[src/rtl/hash_serial_host.sv]
// Host-side sequencer for a bit-serial hashing core: shifts a message out MSB first,
// pulses start, waits for ready, then collects the digest LSB first.
// Optional WAIT-state watchdog is built only with `define HASH_HOST_TIMEOUT_EN.
module hash_serial_host #(
  parameter int Y              = 64,
  parameter int L              = 256,
  parameter int START_CYCLES   = 2,
  parameter int READ_GAP       = 2,
  parameter int TIMEOUT_CYCLES = 4096
) (
  input  logic         clk,
  input  logic         rst,
  input  logic         req_valid,
  output logic         req_ready,
  input  logic [Y-1:0] msg_in,
  output logic         messagexSO,
  output logic         startxSO,
  input  logic         hash_digestxSI,
  input  logic         hash_readyxSI,
  output logic         rsp_valid,
  input  logic         rsp_ready,
  output logic [L-1:0] digest_out,
  output logic         rsp_error,
  output logic         busy
);
  localparam int MAX_YL  = (Y > L) ? Y : L;
  localparam int MAX_SG  = (START_CYCLES > READ_GAP) ? START_CYCLES : READ_GAP;
  localparam int MAX_ALL = (MAX_YL > MAX_SG) ? MAX_YL : MAX_SG;
  localparam int CW      = $clog2(MAX_ALL + 1);

  localparam logic [CW-1:0] SHIFT_LAST = CW'(Y - 1);
  localparam logic [CW-1:0] START_LAST = CW'(START_CYCLES - 1);
  localparam logic [CW-1:0] GAP_LAST   = CW'((READ_GAP > 0) ? READ_GAP - 1 : 0);
  localparam logic [CW-1:0] READ_LAST  = CW'(L - 1);

  if (Y < 1 || L < 1 || START_CYCLES < 1 || READ_GAP < 0 || TIMEOUT_CYCLES < 1) begin : g_param_check
    $error("hash_serial_host: parameter out of range");
  end

  typedef enum logic [2:0] {IDLE, SHIFT, START, WAIT, GAP, READ, DONE} state_t;

  state_t        state_q, state_d;
  logic [CW-1:0] cnt_q, cnt_d;
  logic [Y-1:0]  msg_q, msg_d;
  logic [L-1:0]  digest_q, digest_d;

`ifdef HASH_HOST_TIMEOUT_EN
  localparam int WDW = $clog2(TIMEOUT_CYCLES + 1);
  localparam logic [WDW-1:0] WD_LAST = WDW'(TIMEOUT_CYCLES - 1);

  logic [WDW-1:0] wd_q, wd_d;
  logic           err_q, err_d;
  logic           wd_expired;

  assign wd_expired = (wd_q == WD_LAST);
`endif

  always_ff @(posedge clk) begin
    if (!rst) begin
      state_q  <= IDLE;
      cnt_q    <= '0;
      msg_q    <= '0;
      digest_q <= '0;
    end else begin
      state_q  <= state_d;
      cnt_q    <= cnt_d;
      msg_q    <= msg_d;
      digest_q <= digest_d;
    end
  end

  always_comb begin
    state_d = state_q;
    case (state_q)
      IDLE:  if (req_valid) state_d = SHIFT;
      SHIFT: if (cnt_q == SHIFT_LAST) state_d = START;
      START: if (cnt_q == START_LAST) state_d = WAIT;
      WAIT: begin
        if (hash_readyxSI) state_d = (READ_GAP == 0) ? READ : GAP;
`ifdef HASH_HOST_TIMEOUT_EN
        else if (wd_expired) state_d = DONE;
`endif
      end
      GAP:   if (cnt_q == GAP_LAST) state_d = READ;
      READ:  if (cnt_q == READ_LAST) state_d = DONE;
      DONE:  if (rsp_ready) state_d = IDLE;
      default: state_d = IDLE;
    endcase
  end

  // Counter restarts on every state change; message shifts left, digest fills from the top.
  always_comb begin
    cnt_d    = cnt_q;
    msg_d    = msg_q;
    digest_d = digest_q;
    if (state_d != state_q) cnt_d = '0;
    else if (state_q inside {SHIFT, START, GAP, READ}) cnt_d = cnt_q + CW'(1);
    case (state_q)
      IDLE: if (req_valid) begin
        msg_d    = msg_in;
        digest_d = '0;
      end
      SHIFT: msg_d = msg_q << 1;
      READ:  digest_d = (digest_q >> 1) | (L'(hash_digestxSI) << (L - 1));
      default: ;
    endcase
  end

`ifdef HASH_HOST_TIMEOUT_EN
  always_comb begin
    wd_d  = (state_q == WAIT && state_d == WAIT) ? wd_q + WDW'(1) : '0;
    err_d = err_q;
    if (state_q == IDLE && req_valid) err_d = 1'b0;
    else if (state_q == WAIT && !hash_readyxSI && wd_expired) err_d = 1'b1;
  end

  always_ff @(posedge clk) begin
    if (!rst) begin
      wd_q  <= '0;
      err_q <= 1'b0;
    end else begin
      wd_q  <= wd_d;
      err_q <= err_d;
    end
  end

  assign rsp_error = err_q;
`else
  assign rsp_error = 1'b0;
`endif

  always_comb begin
    req_ready  = (state_q == IDLE);
    busy       = (state_q != IDLE);
    messagexSO = (state_q == SHIFT) && msg_q[Y-1];
    startxSO   = (state_q == START);
    rsp_valid  = (state_q == DONE);
    digest_out = digest_q;
  end

endmodule
[config.mk]
export PLATFORM = sky130hd
export DESIGN_NAME = hash_serial_host
export DESIGN_NICKNAME = d
export VERILOG_FILES = /design/src/rtl/hash_serial_host.sv
export SDC_FILE = /design/constraint.sdc
export NUM_CORES = 1
export LEC_CHECK = 0
export BUFFER_PORTS_ARGS = -buffer_cell sky130_fd_sc_hd__clkbuf_2
export CORE_MARGIN = 4
export CORE_UTILIZATION = 39
export CTS_CLUSTER_DIAMETER = 60
export DETAILED_ROUTE_END_ITERATION = 6
export GPL_TIMING_DRIVEN = 0
export REMOVE_ABC_BUFFERS = 1
export SLEW_MARGIN = 30
export SYNTH_ARGS = -nofsm -noshare
export SYNTH_HDL_FRONTEND = slang
export SYNTH_SLANG_ARGS = --single-unit
[constraint.sdc]
create_clock -name clk -period 2.4 [get_ports clk]
set_input_delay 0.72 -clock clk [delete_from_list [all_inputs] [get_ports clk]]
set_output_delay 0.72 -clock clk [all_outputs]
set_load 0.005 [all_outputs]
==> results.md <==
- Crit path cell chain: or4b_4 > buf_12 > buf_16 > buf_16 > o22ai_1 > nor3_2
- Synth warn: 0
- Min Tclk post-route: 2315 ps
- Yosys top cell by area: dfxtp_1
- DR vias/cell: 5.249
- RSZ-0062 raised after global routing: true
- Slew at the pin closest to its max-slew limit: ~800 ps
- Congestion Overflow GR: 0
- HPWL Detailed: 23.26 mm
- Gr usage total: 0.1896
- Max VDD drop: roughly 0.55 mV
- Routability cong.: 0.7516
- TritonCTS buffer count: 38
- Worst-path fanout max: 61
- Sequential element share of the synthesized area: 0.5297
- Via count: 11570
- Seq pwr share: 0.480
- Routed len/inst: 16.02 µm
- Number of global-route vias before repair: 10740
- Root buffer cell: clkbuf_16
- Most frequent cells after synthesis: 332 x dfxtp_1, 293 x nand2_1, 290 x a21oi_1, 261 x nand3_1, 68 x buf_2
- Largest net degree at the start of global routing: 119
- Port Buf Inserts: 330
- Nets@finish: 1849
- Total wire length: ~35 mm
- Fmax: 431.9 MHz
- Pins Over Slew Limit: 0
- Synth top area share: 0.5297
- Ranking of synthesized cells by area: dfxtp_1 53%, a21oi_1 12%, nand3_1 10%, nand2_1 8.8%, buf_2 2.7%
- Longest Clk Path Bufs: 3
- WHS Path Cells: 3
- PD cells: 749.0 nW/µm²
- Post-Route Setup TNS: 0 ps
- Row Count: 65
- Share of cells above drive strength 1: 0.2608
- Ys async rst share: 0
- Hold Vio Cnt, Final: 0
- Avg Cell Area, Syn: 8.272 µm²
- Multi-input gate area: 5221 µm²
- Hold-fix buffers, CTS: 0
- Startpoint types: register
- Critical Path End Type: register
- Maximum capacitance violations: 0
- Slew Limit Headroom: 0.4519
- Register area: ~6700 µm²
- Count of inserted antenna diode cells: 0
- NetSw: ~0.0028 W
- TritonRoute pass-1 iters: 5
- DRC Markers: 0
- CP dominant cell by count: buf_16
- Synth cell types: 42
- Placed cells: roughly 2100
- Initial Utilization: 0.3966
- FF-to-FF path depth: 6
- Logic pwr share: 0.058
- Initial drt markers: 743
- Post-synth EDFFs: 0
- Most used DFF post-synth: dfxtp_1
- WP data required: 2770 ps
- Worst clock skew: around 12 ps
- WHS: around 430 ps
- Antenna Nets Post-Route: 0
- Slowest cell on the critical path: or4b_4
- Global-route wire length before repair: between 50 and 60 mm
- CTS sink count: 332
- Num ports: 332
- Final setup vio count: 0
- Initial antenna violation count: 0
- Static Leak: around 6.0 nW
- Final cycle utilization of the critical path: 0.9647
- Hold crit path type: in2reg
- CP arrival: 2690 ps
- Clk Latency, worst-skew pair: 510 ps
- Fill count: 3080
- Area grow syn2layout: 25.83%
- Syn Std Cell Area: 12550 µm²
- Core ar.: 31640 µm²
- Die area: 35110 µm²
- Switch share: 0.2346
- Status: complete, no violations
- Syn Inst Count: 1517
- Yosys reg bits: roughly 330
- H-Tree Level Count: 2
- Die width: 187.4 µm
- Clock-pin slew on the worst setup and hold paths: approximately 60 ps
- CP Class: reg2reg
- Cell with the most instances after synthesis: dfxtp_1
- Clock Power Share: 0.462
- CP peak stage delay: a little under 800 ps
- Internal: 0.009051 W
- Die Y: 187.4 µm
- Finished Layout Cells: 2204
- CTS tree: done
## metrics by stage
| stage | utilization | setup slack, ps | area, µm² | total power (W) |
|---|---|---|---|---|
| after floorplan | - | -4853 | 11850 | 0.006216 |
| after global placement | 0.4426 | -9099 | 14000 | 0.006434 |
| after detailed placement | 0.4611 | -243.1 | 14590 | 0.006481 |
| after CTS | 0.4990 | 71.84 | 15790 | 0.01200 |
| after global routing | 0.4991 | -49.38 | 15790 | 0.01234 |
| final | 0.4991 | 84.60 | 15790 | 0.01183 |
## sequential cells by signal, summed over array words and instances, names as in the netlist
name,cells
state_q,3
digest_out,256
cnt_q,9
msg_q,64
## worst paths after layout
kind | start | end | slack, ps
worst max-delay path | state_q[2] | msg_q[46] | 80
worst max register to register | state_q[2] | msg_q[46] | 80
worst min register to register | msg_q[11] | msg_q[11] | 450
worst min-delay path | hash_digestxSI | digest_out[255] | 430
## routing by layer
metal | vias to the layer above | wire (µm) | global-route usage
met5 | - | 0 | 0
met4 | 0 | 1087 | 0.05957
met3 | 63 | 2764 | 0.06159
met2 | 331 | 16350 | 0.2988
met1 | 5402 | 15100 | 0.2487
li1 | 5773 | - | -
## worst max-delay path: cells and delay by family, from the launching register on
| family | cells | cell delay (ps) |
|---|---|---|
| flip-flops | 1 | 410 |
| buffers and inverters | 3 | 720 |
| AND/OR/NAND/NOR | 2 | 830 |
| AO/OA/AOI/OAI | 1 | 180 |
## placed cells by master, fill, tap and decap left out, drive strengths merged, types with 3 or more instances in the layout
cell type / Yosys / routed
clkinv: 0 / 11
a211oi: 4 / 4
a21oi: 290 / 290
nor2: 39 / 39
clkbuf: 64 / 379
dfxtp: 332 / 332
o21ai: 6 / 6
inv: 4 / 9
nor3: 37 / 37
xor2: 4 / 4
nand4: 5 / 5
nand2: 294 / 294
buf: 83 / 36
o22ai: 32 / 32
or3: 4 / 4
and2: 3 / 3
nand3: 261 / 261
ha: 3 / 3
a22oi: 31 / 31
## what timing repair did
item	4_1_cts	5_1_grt
endpoints found under the hold margin	0	0
buffers inserted	1	0
setup endpoints to repair	61	7
resized for setup	4	1
pin swaps	1	0
## cells by family after synthesis
kind of cell               count (synthesis)  synth area share
DFF                                      332            0.5297
adders and majority gates                  3          0.002992
and+or+nand+nor                          655            0.2459
xor gates and xnor gates                   5          0.003490
buffers and inverters                    151           0.05703
AOI/OAI and AO/OA                        370            0.1606
other                                      1         0.0002988
## power by group through the flow
stage | clock [W] | sequential [W] | combinational [W]
2_1_floorplan | 0 | 0.00578 | 0.000434
3_3_place_gp | 0 | 0.00579 | 0.000641
3_5_place_dp | 0 | 0.00580 | 0.000685
4_1_cts | 0.00564 | 0.00568 | 0.000688
5_1_grt | 0.00589 | 0.00568 | 0.000760
6_report | 0.00546 | 0.00568 | 0.000685
## cell type report
cell class	instances	area share
clock inverter	17	0.008875
clock buffer	49	0.06601
sequential	332	0.4213
timing repair buffer	366	0.1398
tap	402	0.03186
inverter	4	0.001426
multi-input combinational	1034	0.3307
No activity file was read; power rests on OpenSTA's default activity.
